**config.mk**
```make
export PLATFORM = sky130hd
export DESIGN_NAME = dmem_arbiter
export DESIGN_NICKNAME = d
export VERILOG_FILES = /design/src/rtl/dmem_arbiter_pkg.sv /design/src/rtl/arb_starve_ctr.sv /design/src/rtl/dmem_arbiter.sv
export SDC_FILE = /design/constraint.sdc
export NUM_CORES = 1
export LEC_CHECK = 0
export ABC_CLOCK_PERIOD_IN_PS = 5940
export CAP_MARGIN = 30
export CORE_MARGIN = 2
export CORE_UTILIZATION = 35
export CTS_CLUSTER_DIAMETER = 50
export DETAILED_ROUTE_END_ITERATION = 8
export PLACE_DENSITY = 0.84
export SLEW_MARGIN = 40
export SYNTH_ARGS = -nofsm -noshare
export SYNTH_HDL_FRONTEND = slang
export SYNTH_HIERARCHICAL = 1
export SYNTH_SLANG_ARGS = --single-unit
```
**constraint.sdc**
```tcl
create_clock -name clk -period 5.94 [get_ports clk]
set_input_delay 1.188 -clock clk [delete_from_list [all_inputs] [get_ports clk]]
set_output_delay 1.188 -clock clk [all_outputs]
set_load 0.01 [all_outputs]
```
**src/rtl/dmem_arbiter_pkg.sv**
```systemverilog
`default_nettype none
// ============================================================================
// Module  : dmem_arbiter_pkg
// Brief   : Shared state encodings and constants for the data-memory arbiter.
// Revision: 1.0 - initial release
// ============================================================================
package dmem_arbiter_pkg;

  // Ownership state of the shared data-memory port
  typedef enum logic [1:0] {
    ARB_IDLE    = 2'd0,
    ARB_OWN0    = 2'd1,
    ARB_OWN1_LK = 2'd2
  } arb_state_e;

  // Default address decoded as the GPO register
  localparam logic [9:0] DMEM_GPO_ADDR = 10'h050;

  // Bits needed to hold a counter value in the range 0..limit
  function automatic int unsigned cnt_width(input int unsigned limit);
    return (limit < 1) ? 1 : $clog2(limit + 1);
  endfunction

endpackage
`default_nettype wire

```
**src/rtl/arb_starve_ctr.sv**
```systemverilog
`default_nettype none
// ============================================================================
// Module  : arb_starve_ctr
// Brief   : Saturating anti-starvation counter with clear priority over
//           increment.
// Revision: 1.0 - initial release
// ============================================================================
module arb_starve_ctr #(
  parameter int LIMIT = 4,
  parameter int W     = 3
) (
  input  logic         clk,
  input  logic         rst_n,
  input  logic         clr_i,
  input  logic         inc_i,
  output logic [W-1:0] cnt_o,
  output logic         sat_o
);

  logic [W-1:0] cnt_q;
  logic [W-1:0] cnt_d;
  logic         sat;

  assign sat   = (cnt_q == W'(LIMIT));
  assign sat_o = sat;
  assign cnt_o = cnt_q;

  // Clear wins over increment; increment stops at LIMIT
  always_comb begin
    cnt_d = cnt_q;
    if (clr_i) begin
      cnt_d = '0;
    end else if (inc_i && !sat) begin
      cnt_d = cnt_q + W'(1);
    end
  end

  // Counter register
  always_ff @(posedge clk or negedge rst_n) begin
    if (!rst_n) begin
      cnt_q <= '0;
    end else begin
      cnt_q <= cnt_d;
    end
  end

endmodule
`default_nettype wire

```
**src/rtl/dmem_arbiter.sv**
```systemverilog
`default_nettype none
// ============================================================================
// Module  : dmem_arbiter
// Brief   : Two-master arbiter for the data memory port and GPO register.
//           M0 (load/store unit) has fixed priority; M1 (debug/loader) is
//           protected by an anti-starvation counter and may lock the port.
// Revision: 1.0 - initial release
// ============================================================================
module dmem_arbiter
  import dmem_arbiter_pkg::*;
#(
  parameter int                ADDR_W       = 10,
  parameter int                DATA_W       = 32,
  parameter logic [ADDR_W-1:0] GPO_ADDR     = ADDR_W'(DMEM_GPO_ADDR),
  parameter int                STARVE_LIMIT = 4
) (
  input  logic              clk,
  input  logic              rst_n,
  // master 0
  input  logic              m0_req_i,
  input  logic              m0_we_i,
  input  logic [ADDR_W-1:0] m0_addr_i,
  input  logic [DATA_W-1:0] m0_wdata_i,
  input  logic [3:0]        m0_be_i,
  output logic              m0_gnt_o,
  output logic              m0_rvalid_o,
  output logic [DATA_W-1:0] m0_rdata_o,
  // master 1
  input  logic              m1_req_i,
  input  logic              m1_we_i,
  input  logic [ADDR_W-1:0] m1_addr_i,
  input  logic [DATA_W-1:0] m1_wdata_i,
  input  logic [3:0]        m1_be_i,
  input  logic              m1_lock_i,
  output logic              m1_gnt_o,
  output logic              m1_rvalid_o,
  output logic [DATA_W-1:0] m1_rdata_o,
  // memory / GPO side
  output logic [ADDR_W-1:0] mem_addr_o,
  output logic [DATA_W-1:0] mem_wdata_o,
  output logic [3:0]        mem_width_o,
  output logic              mem_write_o,
  output logic              gpo_write_o,
  input  logic [DATA_W-1:0] mem_rdata_i
);

  localparam int CNT_W = cnt_width(STARVE_LIMIT);

  arb_state_e        state_q, state_d;
  logic              locked;
  logic              starve_sat;
  logic [CNT_W-1:0]  starve_cnt;
  logic              gnt0, gnt1, any_gnt;
  logic              win_we;
  logic [ADDR_W-1:0] win_addr;
  logic [DATA_W-1:0] win_wdata;
  logic [3:0]        win_be;
  logic              is_gpo;

  // Last command driven, so the memory bus is stable on idle cycles
  logic [ADDR_W-1:0] addr_q,  addr_d;
  logic [DATA_W-1:0] wdata_q, wdata_d;
  logic [3:0]        be_q,    be_d;

  // Read-return path per master
  logic              rvalid0_q, rvalid0_d;
  logic              rvalid1_q, rvalid1_d;
  logic [DATA_W-1:0] rdata0_q,  rdata0_d;
  logic [DATA_W-1:0] rdata1_q,  rdata1_d;

  assign locked = (state_q == ARB_OWN1_LK);

  // Grant selection; grants are held low for the whole reset assertion
  always_comb begin
    gnt1 = m1_req_i & (locked | ~m0_req_i | starve_sat);
    gnt0 = m0_req_i & ~locked & ~gnt1;
    gnt1 = gnt1 & rst_n;
    gnt0 = gnt0 & rst_n;
  end

  assign any_gnt  = gnt0 | gnt1;
  assign m0_gnt_o = gnt0;
  assign m1_gnt_o = gnt1;

  // Winner command mux and GPO address decode
  always_comb begin
    win_we    = gnt1 ? m1_we_i    : m0_we_i;
    win_addr  = gnt1 ? m1_addr_i  : m0_addr_i;
    win_wdata = gnt1 ? m1_wdata_i : m0_wdata_i;
    win_be    = gnt1 ? m1_be_i    : m0_be_i;
    is_gpo    = (win_addr == GPO_ADDR);
  end

  assign mem_addr_o  = any_gnt ? win_addr  : addr_q;
  assign mem_wdata_o = any_gnt ? win_wdata : wdata_q;
  assign mem_width_o = any_gnt ? win_be    : be_q;
  assign mem_write_o = any_gnt & win_we & ~is_gpo;
  assign gpo_write_o = any_gnt & win_we &  is_gpo;

  // Starvation counter: counts M0 wins while M1 waits, cleared when M1 wins or stops asking
  arb_starve_ctr #(
    .LIMIT (STARVE_LIMIT),
    .W     (CNT_W)
  ) u_starve (
    .clk   (clk),
    .rst_n (rst_n),
    .clr_i (gnt1 | ~m1_req_i),
    .inc_i (gnt0 & m1_req_i),
    .cnt_o (starve_cnt),
    .sat_o (starve_sat)
  );

  // Next ownership state; a lock is only released by m1_lock going low
  always_comb begin
    state_d = state_q;
    case (state_q)
      ARB_OWN1_LK: begin
        if (!m1_lock_i) begin
          state_d = ARB_IDLE;
        end
      end
      default: begin
        if (gnt1) begin
          state_d = m1_lock_i ? ARB_OWN1_LK : ARB_IDLE;
        end else if (gnt0) begin
          state_d = ARB_OWN0;
        end else begin
          state_d = ARB_IDLE;
        end
      end
    endcase
  end

  // Next values for the held command and the read-return registers
  always_comb begin
    addr_d    = any_gnt ? win_addr  : addr_q;
    wdata_d   = any_gnt ? win_wdata : wdata_q;
    be_d      = any_gnt ? win_be    : be_q;
    rvalid0_d = gnt0 & ~m0_we_i;
    rvalid1_d = gnt1 & ~m1_we_i;
    rdata0_d  = rvalid0_d ? mem_rdata_i : rdata0_q;
    rdata1_d  = rvalid1_d ? mem_rdata_i : rdata1_q;
  end

  // State, held command and read-return registers
  always_ff @(posedge clk or negedge rst_n) begin
    if (!rst_n) begin
      state_q   <= ARB_IDLE;
      addr_q    <= '0;
      wdata_q   <= '0;
      be_q      <= '0;
      rvalid0_q <= 1'b0;
      rvalid1_q <= 1'b0;
      rdata0_q  <= '0;
      rdata1_q  <= '0;
    end else begin
      state_q   <= state_d;
      addr_q    <= addr_d;
      wdata_q   <= wdata_d;
      be_q      <= be_d;
      rvalid0_q <= rvalid0_d;
      rvalid1_q <= rvalid1_d;
      rdata0_q  <= rdata0_d;
      rdata1_q  <= rdata1_d;
    end
  end

  assign m0_rvalid_o = rvalid0_q;
  assign m1_rvalid_o = rvalid1_q;
  assign m0_rdata_o  = rdata0_q;
  assign m1_rdata_o  = rdata1_q;

endmodule
`default_nettype wire

```
==> impl_summary.md <==
Critical path
The type of the worst setup path is primary input to output pin. The highest fanout seen on the critical path is 37. In this run the critical register-to-register path is captured at m0_rdata_o[15].

The kind of launch point of the worst setup path is a primary input. The first element of the critical path is m1_req_i. The logic depth of the worst register-to-register path is 9. The required time reported for the critical path endpoint is 4.75 ns. The type of destination of the critical path is an output pin. The setup check on the worst reg-to-reg path leaves a slack of 3.27 ns. The critical path arrival is 3.68 ns. The timing endpoint of the critical path is mem_wdata_o[5]. The startpoint identified for the worst register-to-register timing path is u_starve/cnt_o[0].

Worst hold path
In this run the worst hold path is classified as register to register. The start point of the worst hold path is m1_rdata_o[26].

Placement
The number of placed instances with taps included is 798. The worst setup slack before clock tree synthesis is approximately 1.1 ns. At the end of routability-driven placement, the weighted congestion stood at 0.812.

Summed over all nets, the half-perimeter wirelength after detailed placement is 10900 microns. The number of port buffers is roughly 250.

Route
The pre-antenna-repair detailed-routing pass consisted of 4 iterations. In this run the remaining antenna-violating nets after routing total 0. For this run, design rule violations remaining after detail routing come to 0. The detail-routed net length per standard cell is 17.9 microns.

The vias after detailed routing is 4153. The initial DRC count is ~160. After detailed routing, the total wire length is about 15000 microns. Dividing the detail-routed via count by the number of cells gives 5.00.

Timing
The worst slew slack as a fraction of its limit is 0.539. Setup repair after global routing left no endpoint under its margin. The worst setup margin is 1.08 ns. Based on the critical path, the design can be clocked at up to 0.206 GHz.

The ratio of final minimum period to clock period is 0.819. The number of slew-limit violations in the final report is 0. The number of endpoints failing setup at the final stage is 0.

The setup TNS after final layout is 0 ns. The final-report hold violation count is 0. Across the routed clock network, the largest skew measured is between 0.006 and 0.007 ns. The final period demand of the worst path is 4.86 ns. At the pin with the least slew margin, the transition time is 0.691 ns.

Power
Of the total power, the share spent switching nets is 0.258. The cell area power density is between 300 and 400 nW/um^2. The switching power is 0.733 mW.

The internal portion of the total power is 2.11 mW. IR analysis of the VDD net gives a maximum drop of 206 uV. Of the total power, the clock network draws 0.383. Of the total power, registers draw 0.358.

For this design the static power due to leakage is between 3 and 4 nW. The combinational cell fraction of total power is 0.259.

Clock tree
In this run the clock root is driven by a sky130_fd_sc_hd__clkbuf_16. The setup fix buffers added after clock tree synthesis is 0. For the worst-skew pair, the clock arrives at the later sink with an insertion delay of around 0.4 ns. The clock passes through at most 2 buffers. The count of cells resized by post-cts repair is 0.

The count of hold-fix buffers inserted at cts is 0. The CTS tree is built. The number of clock sinks is 117. The H-tree depth is 4. The number of CTS-inserted buffers is 17. After clock tree synthesis, the clock-pin slew on the worst setup and hold paths is roughly 0.050 ns.

Floorplanning
The I/O pin total is 247. The total die area is 14600 sq um. The region available for standard cell placement spans 13300 sq um.

The count of standard-cell rows is 42. The initial core utilization is 0.359. The die is 121 microns tall. The die extent in x is between 100 and 150 microns.

Global routing
Across every metal layer, demand over resource in global routing totals 0.209. The global-route wire length before repair is 23200 microns. For this run the aggregate overflow at the end of global routing stands at 0.

The via count of the first global-routing pass is 4514. The initial antenna violation count is 0. The largest net degree at the start of global routing is 77.

Synthesis
The post-synthesis sequential area ratio is 0.614. The number of synthesis warnings is 6. Counting every instance in the synthesized netlist gives 394. The combined area of all synthesized cells is 4770 sq um. The post-synthesis net count is 527. The number of synthesized register bits is ~120.

Synthesis instantiated 32 different standard cells from the library. The per-instance average area after synthesis is approximately 12 sq um.

Layout
The synthesis-to-finish area growth is 69.6%. Excluding fillers, the count of instances in the completed layout stands at 830. In the final design database the tool counted 774 nets. The repair_antennas step left the layout with diodes totalling 0. The number of filler instances in the final layout is approximately 1000. The ratio of cells with drive above 1 in the final layout is 0.128.

Flow run
The number of max-cap violations is 0.

Run status
The flow ran to the end, and the final reports show no timing, DRC or antenna violations.
-- registers in the layout (all words and copies together), names as in the netlist --
signal,flops
addr_q,10
wdata_q,32
m0_rdata_o,32
m0_rvalid_o,1
u_starve/cnt_o,3
be_q,4
m1_rdata_o,32
m1_rvalid_o,1
state_q,2
-- critical path, stage by stage --
cell and delay [ns]:
sky130_fd_sc_hd__clkdlybuf4s50_1 0.50, sky130_fd_sc_hd__nand2_1 0.11, sky130_fd_sc_hd__nand4_1 0.14, sky130_fd_sc_hd__inv_2 0.54, sky130_fd_sc_hd__buf_4 0.31, sky130_fd_sc_hd__nor3_1 0.07, sky130_fd_sc_hd__nor2_1 0.22, sky130_fd_sc_hd__clkdlybuf4s50_1 0.58
-- synth_stat cells --
cell                       number  area [sq um]
sky130_fd_sc_hd__nand4b_1       2          17.5
sky130_fd_sc_hd__and2_1         3          18.8
sky130_fd_sc_hd__o22ai_1       35           219
sky130_fd_sc_hd__a21boi_2       1          11.3
sky130_fd_sc_hd__o311ai_4       1          26.3
sky130_fd_sc_hd__nand4_1        1          6.26
sky130_fd_sc_hd__mux2i_1        2          20.0
sky130_fd_sc_hd__and4b_1        1          10.0
sky130_fd_sc_hd__nor2_1        46           173
sky130_fd_sc_hd__inv_1          3          11.3
sky130_fd_sc_hd__a21boi_0       1          7.51
sky130_fd_sc_hd__nor2_2         2          12.5
sky130_fd_sc_hd__nand2_1       23          86.3
sky130_fd_sc_hd__mux2_4         1          15.0
sky130_fd_sc_hd__nor4_1         2          12.5
sky130_fd_sc_hd__nand2b_1       3          18.8
sky130_fd_sc_hd__a31oi_1       10          62.6
sky130_fd_sc_hd__inv_2          3          11.3
sky130_fd_sc_hd__dfrtp_1      117          2930
sky130_fd_sc_hd__a22oi_1        1          7.51
sky130_fd_sc_hd__buf_2         13          65.1
sky130_fd_sc_hd__nor4b_1        2          17.5
sky130_fd_sc_hd__mux2_1        29           327
sky130_fd_sc_hd__ha_1           2          25.0
sky130_fd_sc_hd__clkbuf_1       8          30.0
sky130_fd_sc_hd__mux2_2        35           394
sky130_fd_sc_hd__a21oi_1        1          5.00
sky130_fd_sc_hd__nor2b_1        3          18.8
sky130_fd_sc_hd__nor3_1        36           180
sky130_fd_sc_hd__buf_1          5          18.8
sky130_fd_sc_hd__a22o_1         1          8.76
sky130_fd_sc_hd__nand3_1        1          5.00
-- placed cells by master, fill, tap and decap left out, types with 3 or more instances in the layout --
cell type / count
sky130_fd_sc_hd__nor2b_1: 3
sky130_fd_sc_hd__o22ai_1: 35
sky130_fd_sc_hd__nand2_1: 23
sky130_fd_sc_hd__clkdlybuf4s50_1: 245
sky130_fd_sc_hd__nand2b_1: 3
sky130_fd_sc_hd__inv_1: 3
sky130_fd_sc_hd__inv_6: 3
sky130_fd_sc_hd__bufinv_16: 4
sky130_fd_sc_hd__a31oi_1: 10
sky130_fd_sc_hd__clkbuf_16: 17
sky130_fd_sc_hd__nor2_1: 46
sky130_fd_sc_hd__inv_2: 3
sky130_fd_sc_hd__nor3_1: 36
sky130_fd_sc_hd__and2_1: 3
sky130_fd_sc_hd__clkinv_4: 4
sky130_fd_sc_hd__dfrtp_1: 117
sky130_fd_sc_hd__mux2_1: 29
sky130_fd_sc_hd__mux2_2: 35
sky130_fd_sc_hd__buf_4: 6
-- layout make-up --
cell class,count,area (sq um),area share
clock buffer,18,439,0.0543
tap,176,220,0.0272
sequential,117,2930,0.362
inverter,6,22.5,0.00278
timing repair buffer,254,2560,0.317
clock inverter,14,199,0.0246
multi-input combinational,245,1720,0.212
-- per-layer routing --
metal,track usage,part of all wire,vias up
met4,0.0967,0.030,0
li1,-,-,1910
met5,0,0,-
met2,0.366,0.50,205
met1,0.228,0.38,2008
met3,0.0698,0.083,30
-- worst min path at each step --
stage / endpoint / slack (ns) / cells past startpoint
CTS: m1_rdata_o[26] / 0.49 / 1
global route: m1_rdata_o[17] / 0.50 / 1
detailed placement: m1_rdata_o[23] / 0.47 / 1
finish: m1_rdata_o[26] / 0.48 / 1
global placement: m1_rdata_o[16] / 0.47 / 1
floorplan: be_q[2] / 0.52 / 2
-- power groups by stage --
stage	clock network (mW)	logic, mW	registers (mW)
3_3_place_gp	0	0.723	1.02
4_1_cts	1.11	0.745	1.02
3_5_place_dp	0	0.739	1.03
6_report	1.09	0.736	1.02
5_1_grt	1.16	0.785	1.04
2_1_floorplan	0	0.214	1.07
-- cells by family (layout without fill, tap and decap cells) --
kind of cell | count (synthesis) | count (layout) | synth area share
AND/OR/NAND/NOR | 125 | 125 | 0.121
flip-flops | 117 | 117 | 0.614
multiplexers | 67 | 67 | 0.158
AO/OA/AOI/OAI | 51 | 51 | 0.0729
buffers and inverters | 32 | 292 | 0.0286
adder cells (fa/ha/maj) | 2 | 2 | 0.00525
-- stage by stage --
| stage | cell area (sq um) | hold slack [ns] | power [mW] | utilization |
|---|---|---|---|---|
| finish | 8090 | 0.482 | 2.84 | 0.608 |
| floorplan | 4770 | 0.523 | 1.28 | - |
| detailed placement | 7450 | 0.474 | 1.77 | 0.560 |
| global placement | 7390 | 0.466 | 1.75 | 0.556 |
| global route | 8090 | 0.499 | 2.98 | 0.608 |
| CTS | 8090 | 0.487 | 2.88 | 0.608 |
(Power assumes the default switching activity.)
